===== src/rtl/upct_if.sv =====
// Read/update port bundle of the upper PC table.
// The fetch side drives read_*, branch resolution drives update0_*; the table answers on the next cycle.
interface upct_if #(
  parameter int LOG_UPCT_ENTRIES = 3,
  parameter int UPPER_PC_WIDTH   = 21
);
  logic                        read_valid;
  logic [LOG_UPCT_ENTRIES-1:0] read_index;
  logic [UPPER_PC_WIDTH-1:0]   read_upper_PC;
  logic                        update0_valid;
  logic [31:0]                 update0_target_full_PC;
  logic [LOG_UPCT_ENTRIES-1:0] update1_upct_index;

  modport master (
    output read_valid, read_index, update0_valid, update0_target_full_PC,
    input  read_upper_PC, update1_upct_index
  );

  modport slave (
    input  read_valid, read_index, update0_valid, update0_target_full_PC,
    output read_upper_PC, update1_upct_index
  );
endinterface


===== src/rtl/upct.sv =====
// Upper PC table: 8-entry fully associative store of branch target upper bits with tree-PLRU.
// Optional macro UPCT_READ_BYPASS_EN forwards a same-cycle allocation to a read of that index.
module upct #(
  parameter int UPCT_ENTRIES     = 8,
  parameter int LOG_UPCT_ENTRIES = 3,
  parameter int UPPER_PC_WIDTH   = 21
) (
  input logic   CLK,
  input logic   RST,
  upct_if.slave bus
);

  typedef logic [UPPER_PC_WIDTH-1:0]   upc_t;
  typedef logic [LOG_UPCT_ENTRIES-1:0] idx_t;
  localparam int LOW_BITS = 32 - UPPER_PC_WIDTH;

  logic [UPCT_ENTRIES-1:0] valid_q, valid_d;
  upc_t                    upc_q [UPCT_ENTRIES];
  upc_t                    upc_d [UPCT_ENTRIES];
  logic [UPCT_ENTRIES-2:0] plru_q, plru_d;
  upc_t                    rd_q, rd_d;
  idx_t                    idx_q, idx_d;

  upc_t upper;
  logic hit;
  idx_t hit_idx;
  logic any_invalid;
  idx_t inv_idx;
  idx_t victim;
  logic [2:0] pair_sel;
  idx_t res_idx;
  logic alloc_en;
  logic unused_low_bits;

  assign upper           = bus.update0_target_full_PC[31:LOW_BITS];
  assign unused_low_bits = ^bus.update0_target_full_PC[LOW_BITS-1:0];

  // Hit search and lowest-invalid pick both look at cycle-start state only.
  always_comb begin
    hit         = 1'b0;
    hit_idx     = '0;
    any_invalid = 1'b0;
    inv_idx     = '0;
    for (int i = 0; i < UPCT_ENTRIES; i++) begin
      if (valid_q[i] && upc_q[i] == upper) begin
        hit     = 1'b1;
        hit_idx = idx_t'(i);
      end
    end
    for (int i = UPCT_ENTRIES - 1; i >= 0; i--) begin
      if (!valid_q[i]) begin
        any_invalid = 1'b1;
        inv_idx     = idx_t'(i);
      end
    end
  end

  always_comb begin
    victim    = '0;
    victim[2] = plru_q[0];
    victim[1] = victim[2] ? plru_q[2] : plru_q[1];
    pair_sel  = 3'd3 + {1'b0, victim[2:1]};
    victim[0] = plru_q[pair_sel];
  end

  always_comb begin
    res_idx  = hit ? hit_idx : (any_invalid ? inv_idx : victim);
    alloc_en = bus.update0_valid && !hit;
  end

  always_comb begin
    valid_d = valid_q;
    upc_d   = upc_q;
    plru_d  = plru_q;
    idx_d   = idx_q;
    if (alloc_en) begin
      valid_d[res_idx] = 1'b1;
      upc_d[res_idx]   = upper;
    end
    if (bus.update0_valid) begin
      idx_d                                  = res_idx;
      plru_d[0]                              = ~res_idx[2];
      plru_d[3'd1 + {2'b00, res_idx[2]}]     = ~res_idx[1];
      plru_d[3'd3 + {1'b0, res_idx[2:1]}]    = ~res_idx[0];
    end
  end

  always_comb begin
    rd_d = rd_q;
    if (bus.read_valid) begin
      rd_d = upc_q[bus.read_index];
`ifdef UPCT_READ_BYPASS_EN
      if (alloc_en && res_idx == bus.read_index) begin
        rd_d = upper;
      end
`endif
    end
  end

  always_ff @(posedge CLK or posedge RST) begin
    if (RST) begin
      valid_q <= '0;
      for (int i = 0; i < UPCT_ENTRIES; i++) begin
        upc_q[i] <= '0;
      end
      plru_q <= '0;
      rd_q   <= '0;
      idx_q  <= '0;
    end else begin
      valid_q <= valid_d;
      upc_q   <= upc_d;
      plru_q  <= plru_d;
      rd_q    <= rd_d;
      idx_q   <= idx_d;
    end
  end

  assign bus.read_upper_PC      = rd_q;
  assign bus.update1_upct_index = idx_q;

endmodule


===== src/flat_wrapper.sv =====
// flat-port wrapper written by rule: the top's interface ports become plain ports
module upct_flat 
#(
  parameter int UPCT_ENTRIES     = 8,
  parameter int LOG_UPCT_ENTRIES = 3,
  parameter int UPPER_PC_WIDTH   = 21
)
  (CLK, RST, bus_read_valid, bus_read_index, bus_update0_valid, bus_update0_target_full_PC, bus_read_upper_PC, bus_update1_upct_index);
  upct_if #(.LOG_UPCT_ENTRIES(LOG_UPCT_ENTRIES), .UPPER_PC_WIDTH(UPPER_PC_WIDTH)) bus_i ();
  input logic CLK;
  input logic RST;
  input wire logic [$bits(bus_i.read_valid)-1:0] bus_read_valid;
  input wire logic [$bits(bus_i.read_index)-1:0] bus_read_index;
  input wire logic [$bits(bus_i.update0_valid)-1:0] bus_update0_valid;
  input wire logic [$bits(bus_i.update0_target_full_PC)-1:0] bus_update0_target_full_PC;
  output wire logic [$bits(bus_i.read_upper_PC)-1:0] bus_read_upper_PC;
  output wire logic [$bits(bus_i.update1_upct_index)-1:0] bus_update1_upct_index;
  assign bus_i.read_valid = bus_read_valid;
  assign bus_i.read_index = bus_read_index;
  assign bus_i.update0_valid = bus_update0_valid;
  assign bus_i.update0_target_full_PC = bus_update0_target_full_PC;
  assign bus_read_upper_PC = bus_i.read_upper_PC;
  assign bus_update1_upct_index = bus_i.update1_upct_index;
  upct #(.UPCT_ENTRIES(UPCT_ENTRIES), .LOG_UPCT_ENTRIES(LOG_UPCT_ENTRIES), .UPPER_PC_WIDTH(UPPER_PC_WIDTH)) u_core (.CLK(CLK), .RST(RST), .bus(bus_i));
endmodule

===== config.mk =====
export PLATFORM = sky130hd
export DESIGN_NAME = upct_flat
export DESIGN_NICKNAME = d
export VERILOG_FILES = /design/src/rtl/upct_if.sv /design/src/rtl/upct.sv /design/src/flat_wrapper.sv
export SDC_FILE = /design/constraint.sdc
export NUM_CORES = 1
export LEC_CHECK = 0
export ABC_AREA = 1
export CORE_MARGIN = 2
export CORE_UTILIZATION = 45
export CTS_CLUSTER_SIZE = 8
export DETAILED_ROUTE_END_ITERATION = 8
export GPL_TIMING_DRIVEN = 0
export PLACE_DENSITY = 0.63
export SYNTH_ARGS = -nofsm -noshare
export SYNTH_HDL_FRONTEND = slang
export SYNTH_SLANG_ARGS = --single-unit

===== constraint.sdc =====
create_clock -name CLK -period 12.8 [get_ports CLK]
set_input_delay 3.84 -clock CLK [delete_from_list [all_inputs] [get_ports CLK]]
set_output_delay 3.84 -clock CLK [all_outputs]
set_load 0.03 [all_outputs]

==> impl_metrics.py, run 1 <==
metrics = {
    "drt": {
        "drc": 0,
        "via_per_inst": 5.55,
        "wire_per_inst_um": 22.8,
        "dr.pass1.iters": 6,
        "drt_iter0_markers": 1520,
        "vias": 13000,
        "antenna_left": 0,
        "wl_um": 53400,
    },
    "global_route": {
        "grt_max_degree": 85,
        "grtUsageTotal": 0.372,
        "antenna_found_initial": 1,
        "grt.overflow.total": 0,
        "grt_pass1_wl_um": 78800,
        "grt_pass1_vias": 12500,
    },
    "floorplanning": {
        "core_mm2": 0.0276,
        "rows": 61,
        "io_pins": 63,
        "initial_core_util": 0.456,
        "fp.dieW_um": 171,
        "die_area_mm2": 0.0293,
        "die_h_um": 171,
    },
    "sta": {
        "layout_setup_ws_ps": 5630,
        "max-slew-margin-rel": 0.320,
        "finalCritPeriodShare": 0.560,
        "finalCriticalPeriod_ps": 7170,
        "drv_slew": 0,
        "hold_viol": 0,
        "rsz0062_at_grt": "no",
        "final-setup-viol-count": 0,
        "fmax_mhz": 139,
        "final.setup_skew_ps": 17.4,
        "setup_tns_ps": 0,
        "holdWs_ps": 469,
        "tightest_slew_ps": 1020,
    },
    "pwr": {
        "p_per_area_mw_per_mm2": 220,
        "ir_drop_v": 0.000141,
        "p_total_mw": 3.17,
        "p_leak_nw": 7.40,
    },
    "logic_synthesis": {
        "synth_edf_count": 0,
        "syn_area_per_cell_um2": 6.68,
        "ys_seq_area_frac": 0.412,
        "netlist_area_mm2": 0.0126,
        "yosysWarningCount": 0,
        "syn_nets": 1929,
        "syn_inst": 1884,
        "synth-seq-cells": 207,
        "synth_cell_types": 33,
        "async_flop_share": 1.00,
        "synth-main-ff-cell": "dfrtp_1",
    },
    "place": {
        "dp_slack_ps": 5140,
        "gp_congestion": 0.998,
        "dp_hpwl_um": 40400,
        "port_buffers": 47,
    },
    "flow_run": {
        "drv_cap": 0,
    },
    "clock_tree": {
        "htreeDepth": 1,
        "ctsHoldBuffers": 0,
        "post_cts_resized": 0,
        "numCtsBuffers": 30,
        "post_cts_buffers": 0,
        "cts_tree": "done",
        "cts_sinks": 207,
        "clk_pin_slew_ps": 50,
        "clockBufferDepth": 3,
        "cts-root-buf": "clkbuf_16",
        "clk_latency_ps": 560,
    },
    "worst_setup_path": {
        "start_kind": "input port",
        "rr_startpoint": "u_core.upc_q[47]",
        "crit_required_ps": 13230,
        "end_kind": "flip-flop",
        "worstPathArrival_ps": 7610,
        "crit_type": "in2reg",
        "worstPathMaxFanout": 10,
        "critPathLaunch": "bus_update0_target_full_PC[12]",
    },
    "cells_and_area": {
        "final_layout_size_suffix_gt1_frac": 0.0767,
        "finalNetCount": 2010,
        "area_growth_syn_to_layout_pct": 14.3,
        "fill_cells": 2798,
        "mostFrequentLayoutCell": "nand2_1",
        "final_cell_mix": "nand2_1, dfrtp_1, inv_1",
    },
    "status": {
        "outcome": "finished, final reports clean",
    },
    "hold_path": {
        "hold_class": "reg2reg",
        "hold_path_startpoint": "u_core.upc_q[12]",
    },
}
-- critical path, cell delays in order --
cell and delay (ps):
clkdlybuf4s50_1 470, inv_1 250, buf_2 380, nand2_1 90, nand2_1 180, nor2_1 80
nand2_1 70, nor2_1 70, nand3_1 180, nand2_1 160, a21oi_1 290, nand2_1 210
inv_1 190, ha_1 180, inv_1 70, nor2_4 270, nand2_2 180, buf_2 280
nand2_1 90, o21ai_1 60
-- cell type report --
type | count | area, µm² | area share
clock inverters | 1 | 8.76 | 0.000609
inverters | 202 | 771 | 0.0536
diodes | 1 | 2.50 | 0.000174
plain buffers | 116 | 607 | 0.0422
multi-input cells | 1359 | 6040 | 0.419
clock buffers | 34 | 787 | 0.0547
flip-flops and latches | 207 | 5180 | 0.360
repair buffers | 49 | 526 | 0.0365
well taps | 378 | 473 | 0.0329
-- report_power, final --
part           switching (mW)  internal [mW]
clock                   0.298          0.423
sequential              0.266          0.922
combinational           0.837          0.420
-- stage by stage --
stage | instances | util | area [µm²]
final | 2347 | 0.521 | 14400
after global routing | 2346 | 0.521 | 14400
after CTS | 2346 | 0.521 | 14400
after detailed placement | 2311 | 0.492 | 13600
after global placement | 2309 | 0.490 | 13500
after floorplan | 1884 | - | 12600
-- synth_stat cells (2+ instances only) --
cell      instances  share of area
nor2_4            4         0.0036
inv_2            14         0.0042
dfrtp_1         207           0.41
nor3_1            2        0.00080
nand3_1         107          0.043
a21oi_1          83          0.033
xor2_1           12         0.0083
o221ai_1         19          0.013
a31oi_1           3         0.0015
mux2i_1           4         0.0032
buf_6             7         0.0063
nor2_2            2        0.00099
nand2_1         726           0.22
o21ai_0         150          0.060
o211ai_1         12         0.0072
buf_4            10         0.0060
clkbuf_1         30         0.0089
nor2_1          120          0.036
buf_1             4         0.0012
ha_1              6         0.0060
inv_4             2        0.00099
or2_0             2        0.00099
nand2_4           2         0.0018
inv_1           186          0.055
o21ai_1          91          0.036
nand2_2           8         0.0040
buf_2            65          0.026
-- sequential cells by signal (all words and copies together) (netlist names) --
register / cells
u_core.upc_q: 168
u_core.bus.read_upper_PC: 21
u_core.valid_q: 8
u_core.bus.update1_upct_index: 3
u_core.plru_q: 7
-- path summary, 6_finish.rpt --
check / depth (start not counted) / slack, ps / to
setup / recovery: 20 / 5630 / u_core.upc_q[151]
min in group asynchronous: 2 / 3660 / u_core.upc_q[13]
hold reg to reg: 2 / 470 / u_core.upc_q[12]
max in group asynchronous: 4 / 7970 / u_core.upc_q[131]
hold / removal: 2 / 470 / u_core.upc_q[12]
setup reg to reg: 19 / 9370 / u_core.upc_q[151]
-- cells by family (layout without fill, tap and decap cells) --
family | after synthesis | in the layout | synth area share
AND/OR/NAND/NOR | 976 | 976 | 0.310
AO/OA/AOI/OAI | 361 | 361 | 0.153
buffers and inverters | 318 | 402 | 0.109
flip-flops | 207 | 207 | 0.412
XOR/XNOR | 12 | 12 | 0.00835
adder cells (fa/ha/maj) | 6 | 6 | 0.00596
multiplexers | 4 | 4 | 0.00318
other | 0 | 1 | 0
-- metal layers --
layer | wire length [µm] | track usage
met5 | 0 | 0
met4 | 3190 | 0.198
met3 | 4960 | 0.0605
met2 | 22900 | 0.571
met1 | 22300 | 0.507
(Power assumes the default switching activity.)
==> run 2: changes to the inputs <==
Clock period 12.8 ns to 6.81 ns, I/O delays scaled along.
==> run 2 against run 1 <==
Count of clock-buffer cells in the layout shrank 4; critical path depth grew 1; clock power is 79% higher; sequential power is 88% higher; via count grew 0.52%; design area decreased by 0.19%; largest cell class unchanged; highest routed layer unchanged.
==> impl_metrics.py, run 2 (same netlist as run 1, synthesis figures left out) <==
metrics = {
    "status": {
        "outcome": "finished, final reports clean",
    },
    "cells_and_area": {
        "final_cell_mix": "nand2_1, dfrtp_1, inv_1",
        "multi_input_area_mm2": 0.00604,
        "stdcell_area_mm2": 0.0144,
        "fill_cells": 2871,
        "finalNetCount": 2012,
        "area_growth_syn_to_layout_pct": 14.1,
        "antennaDiodeCount": 0,
        "final_layout_size_suffix_gt1_frac": 0.0768,
        "largest_reg_flops": 168,
        "top_register": "u_core.upc_q",
        "final-seq-area_mm2": 0.00518,
        "mostFrequentLayoutCell": "nand2_1",
    },
    "worst_setup_path": {
        "crit_top_cell": "nand2_1",
        "crit_required_ps": 7230,
        "critPathLaunch": "bus_update0_target_full_PC[12]",
        "cp.buffers_inverters": 6,
        "crit_family": "simple AND/OR/NAND/NOR gates",
        "worstPathMaxFanout": 10,
        "r2r_end": "u_core.upc_q[153]",
        "reg2reg_depth": 19,
        "end_kind": "flip-flop",
        "worstPathArrival_ps": 5880,
        "rr_startpoint": "u_core.upc_q[47]",
        "worstSetupEndpoint": "u_core.upc_q[106]",
        "max_stage_delay_ps": 570,
        "crit_type": "in2reg",
        "start_kind": "input port",
        "reg2reg_slack_ps": 3320,
        "path_depth": 21,
        "crit_chain": "clkdlybuf4s50_1, inv_1, buf_2, nand2_1, nand2_1, nor2_1, nand2_1, nor2_1, nand3_1, nand2_1, nor2_2, nand2_1, nand2_1, inv_1, ha_1, inv_1, nor2_4, nand2_2, buf_2, nand2_1, o21ai_1",
        "cpMaxStageDelayCell": "clkdlybuf4s50_1",
    },
    "hold_path": {
        "hold_class": "reg2reg",
    },
    "pwr": {
        "ir_drop_v": 0.000369,
        "clock_power_share": 0.218,
        "p_leak_nw": 7.38,
        "p_per_area_mw_per_mm2": 410,
        "pwr-share-comb": 0.402,
        "internal-power_mw": 3.27,
        "power.net_switching_mw": 2.62,
        "seq_power_share": 0.380,
        "netSwitchingFraction": 0.445,
    },
    "clock_tree": {
        "post_cts_buffers": 0,
        "post_cts_resized": 0,
        "htreeDepth": 1,
        "cts_sinks": 207,
        "clk_pin_slew_ps": 50,
        "cts-root-buf": "clkbuf_16",
        "clk_latency_ps": 560,
        "ctsHoldBuffers": 0,
        "clockBufferDepth": 3,
        "numCtsBuffers": 29,
        "cts_tree": "done",
    },
    "global_route": {
        "antenna_found_initial": 0,
        "grtUsageTotal": 0.370,
        "grt_pass1_wl_um": 78300,
        "grt_max_degree": 42,
        "grt_pass1_vias": 12200,
        "grt.overflow.total": 0,
    },
    "sta": {
        "finalCritPeriodShare": 0.802,
        "max-slew-margin-rel": 0.390,
        "final.setup_skew_ps": 13.9,
        "drv_slew": 0,
        "final-setup-viol-count": 0,
        "finalCriticalPeriod_ps": 5460,
        "rsz0062_at_grt": "no",
        "setup_tns_ps": 0,
        "tightest_slew_ps": 915,
        "hold_viol": 0,
        "layout_setup_ws_ps": 1350,
        "fmax_mhz": 183,
    },
    "floorplanning": {
        "die_h_um": 171,
        "rows": 61,
        "initial_core_util": 0.456,
        "die_area_mm2": 0.0293,
        "io_pins": 63,
        "fp.dieW_um": 171,
        "core_mm2": 0.0276,
    },
    "drt": {
        "via_per_inst": 5.59,
        "drc": 0,
        "dr.pass1.iters": 6,
        "wire_per_inst_um": 22.8,
        "drt_iter0_markers": 1748,
        "antenna_left": 0,
        "vias": 13100,
        "wl_um": 53300,
    },
    "place": {
        "dp_hpwl_um": 40100,
        "post_dp_cell_area_mm2": 0.0136,
        "gp_congestion": 1.05,
        "port_buffers": 47,
        "dp_slack_ps": 987,
    },
    "flow_run": {
        "drv_cap": 0,
    },
}
run 2: area by class of cell:
type                       count  share of cell area
multi-input combinational   1359               0.420
tap                          378              0.0329
timing repair buffer          52              0.0397
clock buffer                  30              0.0508
sequential                   207               0.361
inverter                     202              0.0534
buffer                       116              0.0422
run 2: stage by stage:
| step | utilization | total power [mW] | hold slack [ps] | instances |
|---|---|---|---|---|
| finish | 0.520 | 5.89 | 468 | 2344 |
| global route | 0.520 | 6.27 | 486 | 2344 |
| CTS | 0.520 | 5.82 | 472 | 2344 |
| detailed placement | 0.493 | 4.54 | 460 | 2314 |
| global placement | 0.490 | 4.49 | 455 | 2309 |
| floorplan | - | 3.67 | 442 | 1884 |
run 2: worst reg2reg max path: stages, from the launching register on:
cell,delay (ps)
dfrtp_1,370
inv_1,100
nand2_1,70
nand2_1,50
nor2_1,290
nand2_1,90
nor2_1,210
nand3_1,140
nand2_1,140
inv_1,50
a21oi_1,280
nand2_1,240
inv_1,210
ha_1,170
inv_1,70
nor2_4,260
nand2_2,210
buf_2,270
nand2_1,90
o21ai_1,60
run 2: worst min-delay path by stage:
stage / startpoint / endpoint / slack, ps / cells past startpoint
2_1_floorplan: u_core.upc_q[12] / u_core.upc_q[12] / 440 / 2
3_3_place_gp: u_core.upc_q[7] / u_core.upc_q[7] / 460 / 2
3_5_place_dp: u_core.upc_q[7] / u_core.upc_q[7] / 460 / 2
4_1_cts: u_core.upc_q[51] / u_core.upc_q[51] / 470 / 2
5_1_grt: u_core.upc_q[7] / u_core.upc_q[7] / 490 / 2
6_report: u_core.upc_q[51] / u_core.upc_q[51] / 470 / 2
run 2: power by group through the flow:
| stage | Combinational (mW) | Sequential [mW] | Clock [mW] |
|---|---|---|---|
| after floorplan | 1.55 | 2.13 | 0 |
| after global placement | 2.27 | 2.21 | 0 |
| after detailed placement | 2.32 | 2.22 | 0 |
| after CTS | 2.32 | 2.21 | 1.29 |
| after global routing | 2.64 | 2.29 | 1.34 |
| final | 2.37 | 2.24 | 1.29 |
run 2: routing by layer:
layer / vias to the layer above / routed length (µm) / part of all wire / track usage
li1: 6083 / - / - / -
met1: 6113 / 22300 / 0.42 / 0.515
met2: 752 / 23100 / 0.43 / 0.572
met3: 144 / 5240 / 0.098 / 0.0591
met4: 0 / 2760 / 0.052 / 0.162
met5: - / 0 / 0 / 0
